==> config.mk <==
export PLATFORM = sky130hd
export DESIGN_NAME = rcu_wdt_core
export DESIGN_NICKNAME = d
export VERILOG_FILES = /design/src/rtl/rcu_wdt_core.sv
export SDC_FILE = /design/constraint.sdc
export NUM_CORES = 1
export LEC_CHECK = 0
export ABC_AREA = 1
export CORE_MARGIN = 2
export CORE_UTILIZATION = 50
export DETAILED_ROUTE_END_ITERATION = 6
export PLACE_DENSITY = 0.87
export SYNTH_ARGS = -nofsm -noshare
export SYNTH_HDL_FRONTEND = slang
export SYNTH_SLANG_ARGS = --single-unit
==> constraint.sdc <==
create_clock -name clk_i -period 3.8 [get_ports clk_i]
set_input_delay 0.38 -clock clk_i [delete_from_list [all_inputs] [get_ports clk_i]]
set_output_delay 0.38 -clock clk_i [all_outputs]
set_load 0.01 [all_outputs]
==> src/rtl/rcu_wdt_core.sv <==
`default_nettype none
// ============================================================================
// Module      : rcu_wdt_core
// Description : Watchdog timer core that drives the active-low reset request
//               of the reset and clock unit. It counts a reload value down at
//               a prescaled rate and raises an optional early-warning
//               interrupt. It emits a fixed-length reset pulse on timeout or
//               on a feed with the wrong key. Once it is armed, only rst_i or
//               its own reset pulse returns it to idle.
// Options     : RCU_WDT_WARN_IRQ_EN - enables the WARN state and irq_o.
//               When it is undefined, irq_o stays 0 and WARN is never entered.
// Revision    : 1.0 - initial release
// ============================================================================
module rcu_wdt_core #(
    parameter int unsigned CNT_WIDTH = 32,
    parameter int unsigned PSC_WIDTH = 8,
    parameter int unsigned RST_PULSE = 16,
    parameter logic [15:0] FEED_KEY  = 16'h5AA5
) (
    input  logic                 clk_i,
    input  logic                 rst_i,
    input  logic                 en_i,
    input  logic [CNT_WIDTH-1:0] load_i,
    input  logic [PSC_WIDTH-1:0] psc_i,
    input  logic [CNT_WIDTH-1:0] warn_thr_i,
    input  logic                 feed_valid_i,
    input  logic [15:0]          feed_key_i,
    output logic                 irq_o,
    output logic                 wdt_rst_n_o,
    output logic [1:0]           cause_o,
    output logic [CNT_WIDTH-1:0] cnt_o,
    output logic [1:0]           state_o
);

`ifdef RCU_WDT_WARN_IRQ_EN
    localparam bit WARN_EN = 1'b1;
`else
    localparam bit WARN_EN = 1'b0;
`endif

    // The hold counter only has to reach RST_PULSE-1.
    localparam int unsigned     HOLD_W    = (RST_PULSE > 1) ? $clog2(RST_PULSE) : 1;
    localparam logic [HOLD_W-1:0] HOLD_LAST = HOLD_W'(RST_PULSE - 1);

    localparam logic [1:0] CAUSE_TIMEOUT = 2'b01;
    localparam logic [1:0] CAUSE_BADKEY  = 2'b10;

    typedef enum logic [1:0] {
        ST_IDLE = 2'd0,
        ST_RUN  = 2'd1,
        ST_WARN = 2'd2,
        ST_HOLD = 2'd3
    } state_t;

    state_t                state_q, state_d;
    logic [CNT_WIDTH-1:0]  cnt_q, cnt_d;
    logic [PSC_WIDTH-1:0]  psc_q, psc_d;
    logic [HOLD_W-1:0]     hold_q, hold_d;
    logic                  irq_q, irq_d;
    logic                  rst_n_q, rst_n_d;
    logic [1:0]            cause_q, cause_d;

    logic                  key_match;
    logic                  feed_ok;
    logic                  feed_bad;
    logic                  tick;
    logic [CNT_WIDTH-1:0]  cnt_dec;

    assign key_match = (feed_key_i == FEED_KEY);
    assign feed_ok   = feed_valid_i &&  key_match;
    assign feed_bad  = feed_valid_i && !key_match;
    assign tick      = (psc_q == psc_i);
    assign cnt_dec   = cnt_q - CNT_WIDTH'(1);

    // State register and all datapath registers, with synchronous reset.
    always_ff @(posedge clk_i) begin
        if (rst_i) begin
            state_q <= ST_IDLE;
            cnt_q   <= '0;
            psc_q   <= '0;
            hold_q  <= '0;
            irq_q   <= 1'b0;
            rst_n_q <= 1'b1;
            cause_q <= 2'b00;
        end else begin
            state_q <= state_d;
            cnt_q   <= cnt_d;
            psc_q   <= psc_d;
            hold_q  <= hold_d;
            irq_q   <= irq_d;
            rst_n_q <= rst_n_d;
            cause_q <= cause_d;
        end
    end

    // Next-state logic. An invalid feed has priority over a valid feed, and a
    // valid feed has priority over a tick.
    always_comb begin
        state_d = state_q;
        cnt_d   = cnt_q;
        psc_d   = psc_q;
        hold_d  = hold_q;
        irq_d   = irq_q;
        rst_n_d = rst_n_q;
        cause_d = cause_q;

        case (state_q)
            ST_IDLE: begin
                cnt_d   = load_i;
                psc_d   = '0;
                hold_d  = '0;
                irq_d   = 1'b0;
                rst_n_d = 1'b1;
                if (en_i) begin
                    state_d = ST_RUN;
                end
            end

            ST_RUN, ST_WARN: begin
                if (feed_bad) begin
                    state_d = ST_HOLD;
                    rst_n_d = 1'b0;
                    cause_d = CAUSE_BADKEY;
                    irq_d   = 1'b0;
                    hold_d  = '0;
                end else if (feed_ok) begin
                    state_d = ST_RUN;
                    cnt_d   = load_i;
                    psc_d   = '0;
                    irq_d   = 1'b0;
                end else if (tick) begin
                    psc_d = '0;
                    if (cnt_q == '0) begin
                        state_d = ST_HOLD;
                        rst_n_d = 1'b0;
                        cause_d = CAUSE_TIMEOUT;
                        irq_d   = 1'b0;
                        hold_d  = '0;
                    end else begin
                        cnt_d = cnt_dec;
                        if (WARN_EN && (state_q == ST_RUN) && (cnt_dec <= warn_thr_i)) begin
                            state_d = ST_WARN;
                            irq_d   = 1'b1;
                        end
                    end
                end else begin
                    psc_d = psc_q + PSC_WIDTH'(1);
                end
            end

            ST_HOLD: begin
                // The count stays frozen. The pulse ends when the state
                // returns to IDLE.
                irq_d = 1'b0;
                if (hold_q == HOLD_LAST) begin
                    state_d = ST_IDLE;
                    rst_n_d = 1'b1;
                    hold_d  = '0;
                end else begin
                    hold_d = hold_q + HOLD_W'(1);
                end
            end

            default: begin
                state_d = ST_IDLE;
            end
        endcase
    end

    assign irq_o       = irq_q;
    assign wdt_rst_n_o = rst_n_q;
    assign cause_o     = cause_q;
    assign cnt_o       = cnt_q;
    assign state_o     = state_q;

endmodule
`default_nettype wire

==> results.cfg, run 1 <==
[sta]
fin_setup_tns_ns = 0
fmax_mhz = 371
fin_skew_ns = 0.0105
relSlewSlack = 0.651
finalHoldViolCount = 0
post-route-period-util = 0.710
worstMarginPinSlew_ns = 0.522
slew_violations = 0
rsz0062_at_grt = no
setup_viol = 0
period_needed_ns = 2.70

[power]
swShare = 0.565
switching_power_mw = 2.66
ir_drop_mv = 0.640
p_per_area_nw_per_um2 = 974
cellLeakagePower_nw = 2.23
seq_power_share = 0.191
p_int_mw = 2.05
p_comb_frac = 0.734
pwr-share-clk = 0.075

[cells_and_area]
fin_nets = 850
drive_above_1_share = 0.0544
multi_input_area_um2 = 2310
antennaDiodeCount = 0
fillCellCount = 693
area_delta_synth_final_pct = 29.4
regArea_um2 = 981
final_core_util = 0.666

[routing]
wl_um = 10800
num_vias = 4421
vias_per_cell = 5.19
avgRoutedWirePerCell_um = 12.6
drc = 0
dr.pass1.iters = 5
ant_nets = 0
drt_iter0_markers = 326

[worst_setup_path]
max_stage_delay_ns = 0.49
worstPathMaxFanout = 30
critPathBufInv = 5
cp.required_ns = 4.07
path_cells = inv_1 -> ha_1 -> inv_1 -> nor2_1 -> inv_1 -> nand2_1 -> buf_4 -> nand2_4 -> nand2_8 -> inv_2 -> nand2_1 -> nand2_1 -> nor2_2
crit_arrival_ns = 2.96
cp-start-kind = register
cp_top_family = simple AND/OR/NAND/NOR gates
slowest_stage = ha_1
critical_path_class = reg2reg
end_kind = register

[cts]
insertion_delay_ns = 0.32
cts-hold-fix-buffers = 0
post_cts_buffers = 0
clk_pin_slew_ns = 0.10
htreeDepth = 2
cts_tree = done
cts_root_buf = clkbuf_8
cts.sinks = 49
cts_buffer_depth = 2
cts_buffers = 5
cts_resized = 0

[floorplan]
chipWidth_um = 90.4
rows = 31
ios = 130
dieArea_um2 = 8170
core_um2 = 7250
initial_utilization = 0.515
die_h_um = 90.4

[global_routing]
grt_pass1_vias = 4155
antenna_found_initial = 0
grt_usage = 0.266
grt_pass1_wl_um = 18400
grt_max_degree = 37
grt-ovfl-total = 0

[status]
status = finished, final reports clean

[yosys]
syn_area_per_cell_um2 = 5.61
syn-num-nets = 763
synthesis.area_um2 = 3730
yosysTopAreaCellShare = 0.263
ys.warnings.count = 0
seq_area_frac_synth = 0.263
ys_top_cells_by_area = dfxtp_1, nand2_1, nor2_1
synth_cell_type_count = 31
synth_top_area_cell = dfxtp_1
synth_cells = 665
ys_ff_latch = 49

[placement]
dp_hpwl_um = 8180
gp_congestion = 0.951
io_buffers = 96

[flow_run]
drv_cap = 0

[min_path]
hold_path.class = reg2reg
## registers in the layout, summed over array words and instances (netlist names)
register     cells
cause_o          2
cnt_o           32
hold_q           4
psc_q            8
state_o          2
wdt_rst_n_o      1
## area by class of cell
cell class                 instances  share of cell area
tap                               99              0.0256
clock buffer                       6              0.0171
inverter                          86              0.0671
sequential                        49               0.203
multi-input combinational        510               0.478
timing repair buffer             100               0.205
clock inverter                     2             0.00363
## worst min-delay path: stages, from the launching register on
cell and delay (ns):
dfxtp_1 0.33, nand2_1 0.06, a21oi_1 0.05
## power groups by stage
stage / sequential [mW] / clock [mW] / combinational [mW]
after floorplan: 0.922 / 0 / 2.48
after CTS: 0.892 / 0.355 / 3.42
after global placement: 0.898 / 0 / 3.32
after global routing: 0.927 / 0.373 / 3.89
after detailed placement: 0.904 / 0 / 3.40
final: 0.899 / 0.353 / 3.45
## per-stage QoR
stage	hold WS (ns)	total power, mW	setup WS (ns)	instances	cell area, um^2
2_1_floorplan	0.470	3.40	1.97	665	3730
3_3_place_gp	0.433	4.21	1.11	844	4730
3_5_place_dp	0.455	4.30	1.00	844	4730
4_1_cts	0.469	4.66	1.09	852	4830
5_1_grt	0.487	5.20	0.801	852	4830
6_report	0.469	4.70	1.10	852	4830
## synth_stat cells, drive strengths merged
| cell type | count |
|---|---|
| clkbuf | 7 |
| inv | 85 |
| xnor2 | 2 |
| a21oi | 31 |
| a22oi | 1 |
| nor3b | 1 |
| o21ai | 31 |
| buf | 13 |
| nand3 | 44 |
| nand4 | 16 |
| nand2 | 235 |
| xor2 | 11 |
| clkinv | 1 |
| nor3 | 4 |
| or2 | 2 |
| conb | 1 |
| dfxtp | 49 |
| o21bai | 1 |
| ha | 6 |
| nor2 | 124 |
## cells in the final DEF (no fill, tap or decap), drive strengths merged
master and count:
a21oi 31, a22oi 1, buf 4, clkbuf 6, clkdlybuf4s50 96, clkinv 2, conb 1, dfxtp 49
ha 6, inv 86, nand2 235, nand3 44, nand4 16, nor2 124, nor3 4, nor3b 1
o21ai 31, o21bai 1, or2 2, xnor2 2, xor2 11
## path summary, 6_finish.rpt
kind / slack (ns) / to / start / depth (start not counted)
hold reg to reg: 0.47 / cause_o[1] / cause_o[1] / 2
setup / recovery: 1.10 / cnt_o[19] / state_o[0] / 13
setup reg to reg: 1.10 / cnt_o[19] / state_o[0] / 13
hold / removal: 0.47 / cause_o[1] / cause_o[1] / 2
## metal layers
metal / global-route usage / vias up / wire [um]
li1: - / 2225 / -
met1: 0.352 / 2002 / 4800
met2: 0.451 / 178 / 5030
met3: 0.0409 / 16 / 798
met4: 0.0705 / 0 / 138
met5: 0 / - / 0
## cell families after synthesis
logic type | Yosys count | synth area share
AOI/OAI and AO/OA | 64 | 0.0872
xor gates and xnor gates | 13 | 0.0305
adders and majority gates | 6 | 0.0201
buffers and inverters | 106 | 0.118
DFF | 49 | 0.263
other | 1 | 0.00100
and+or+nand+nor | 426 | 0.480
Power figures use the tool's default switching activity.
==> run 2: changes to the inputs <==
--- a/config.mk
+++ b/config.mk
@@ -7,9 +7,9 @@
 export LEC_CHECK = 0
 export ABC_AREA = 1
 export CORE_MARGIN = 2
-export CORE_UTILIZATION = 50
+export CORE_UTILIZATION = 42
 export DETAILED_ROUTE_END_ITERATION = 6
-export PLACE_DENSITY = 0.87
+export PLACE_DENSITY = 0.78
 export SYNTH_ARGS = -nofsm -noshare
 export SYNTH_HDL_FRONTEND = slang
 export SYNTH_SLANG_ARGS = --single-unit
==> constraint.sdc (replaced) <==
create_clock -name clk_i -period 2.21 [get_ports clk_i]
set_input_delay 0.221 -clock clk_i [delete_from_list [all_inputs] [get_ports clk_i]]
set_output_delay 0.221 -clock clk_i [all_outputs]
set_load 0.01 [all_outputs]
==> results.cfg, run 2 (synthesis gave the netlist of run 1 again) <==
[routing]
avgRoutedWirePerCell_um = 12.8
num_vias = 4376
drc = 0
wl_um = 11200
vias_per_cell = 5.02
drt_iter0_markers = 252
ant_nets = 0
dr.pass1.iters = 5

[global_routing]
grt_pass1_wl_um = 19000
antenna_found_initial = 0
grt_usage = 0.234
grt-ovfl-total = 0
grt_max_degree = 31
grt_pass1_vias = 4224

[cells_and_area]
final_core_util = 0.568
antennaDiodeCount = 0
drive_above_1_share = 0.0708
multi_input_area_um2 = 2320
final_cell_mix = nand2_1, nor2_1, clkdlybuf4s50_1
fin_nets = 862
fin_cells = 871
fillCellCount = 884
largest_register_ffs = 32
area_delta_synth_final_pct = 32.1
regArea_um2 = 981
final_common_cell = nand2_1

[cts]
cts_buffers = 5
cts_buffer_depth = 2
cts_root_buf = clkbuf_8
clk_pin_slew_ns = 0.09
cts_resized = 0
htreeDepth = 2
cts_tree = done
insertion_delay_ns = 0.30
cts-hold-fix-buffers = 0
cts.sinks = 49
post_cts_buffers = 0

[placement]
place_inst = 865
gp_congestion = 0.934
io_buffers = 96
dp_hpwl_um = 8630

[worst_setup_path]
reg2reg_from = state_o[1]
end_kind = register
crit_end = cnt_o[3]
path_cells = inv_1 -> ha_1 -> inv_1 -> nor2_1 -> inv_1 -> nand2_1 -> buf_4 -> o21ai_0 -> nand2_1 -> nand2_1 -> a21oi_1
rr_worst_depth = 11
worstPathMaxFanout = 29
startpoint = state_o[1]
slowest_stage = dfxtp_1
r2r_slack_ns = 0.20
worstSetupPathDepth = 11
crit_arrival_ns = 2.25
max_stage_delay_ns = 0.40
critPathBufInv = 4
crit-reg2reg-capture = cnt_o[3]
cp_top_family = buffers and inverters
cp.required_ns = 2.45
critical_path_class = reg2reg
cp-start-kind = register

[status]
status = finished, final reports clean

[floorplan]
ios = 130
rows = 34
die_h_um = 98.3
core_um2 = 8680
dieArea_um2 = 9660
initial_utilization = 0.430
chipWidth_um = 98.3

[power]
cellLeakagePower_nw = 2.28
p_per_area_nw_per_um2 = 1690
ir_drop_mv = 0.943

[flow_run]
drv_cap = 0

[sta]
slew_violations = 0
finalHoldViolCount = 0
post-route-period-util = 0.910
fin_skew_ns = 0.00945
setup_viol = 0
fin_setup_tns_ns = 0
rsz0062_at_grt = no
period_needed_ns = 2.01
fmax_mhz = 497

[min_path]
hold_path.class = reg2reg
holdPathStages = 2
run 2: changes by cell type in the layout (fill, tap and decap cells not counted):
cell,previous run,this run
nand3_2,1,2
ha_1,6,5
buf_12,0,1
nand3_1,43,42
clkinv_2,1,2
buf_4,4,14
nor2_1,113,112
clkbuf_8,6,5
inv_6,1,0
clkinv_4,1,0
buf_6,0,1
nor2_2,9,10
ha_2,0,1
run 2: through the flow:
stage	worst slack (ns)	cell area [um^2]	hold slack (ns)	power, mW
after floorplan	0.384	3730	0.429	5.84
after global placement	0.165	4840	0.433	7.56
after detailed placement	0.0929	4840	0.455	7.70
after CTS	0.131	4920	0.469	8.24
after global routing	0.000891	4930	0.499	9.25
final	0.199	4930	0.467	8.31
run 2: how the worst min path moves through the flow:
stage / startpoint / endpoint / slack (ns)
floorplan: feed_valid_i / cause_o[1] / 0.43
global route: cause_o[0] / cause_o[0] / 0.50
finish: cause_o[0] / cause_o[0] / 0.47
detailed placement: cause_o[0] / cause_o[0] / 0.45
global placement: cause_o[0] / cause_o[0] / 0.43
CTS: cause_o[0] / cause_o[0] / 0.47
run 2: worst reg2reg max path: stages, from the launching register on:
cell	delay, ns
dfxtp_1	0.40
inv_1	0.09
ha_1	0.30
inv_1	0.08
nor2_1	0.15
inv_1	0.05
nand2_1	0.12
buf_4	0.33
o21ai_0	0.19
nand2_1	0.09
nand2_1	0.05
a21oi_1	0.12
run 2: where the power goes:
group	switching, mW	internal [mW]	total [mW]
clock	0.299	0.209	0.509
sequential	0.384	1.17	1.55
combinational	3.93	2.32	6.25
run 2: cell type report:
cell class	count	share of cell area
Multi-Input combinational cell	510	0.470
Timing Repair Buffer	112	0.223
Sequential cell	49	0.199
Inverter	86	0.0657
Tap cell	108	0.0274
Clock buffer	5	0.0140
Clock inverter	1	0.00101
run 2: routing by layer:
layer	GRT usage	part of all wire
met3	0.0358	0.060
met4	0.0664	0.014
met2	0.398	0.48
met1	0.309	0.45
met5	0	0
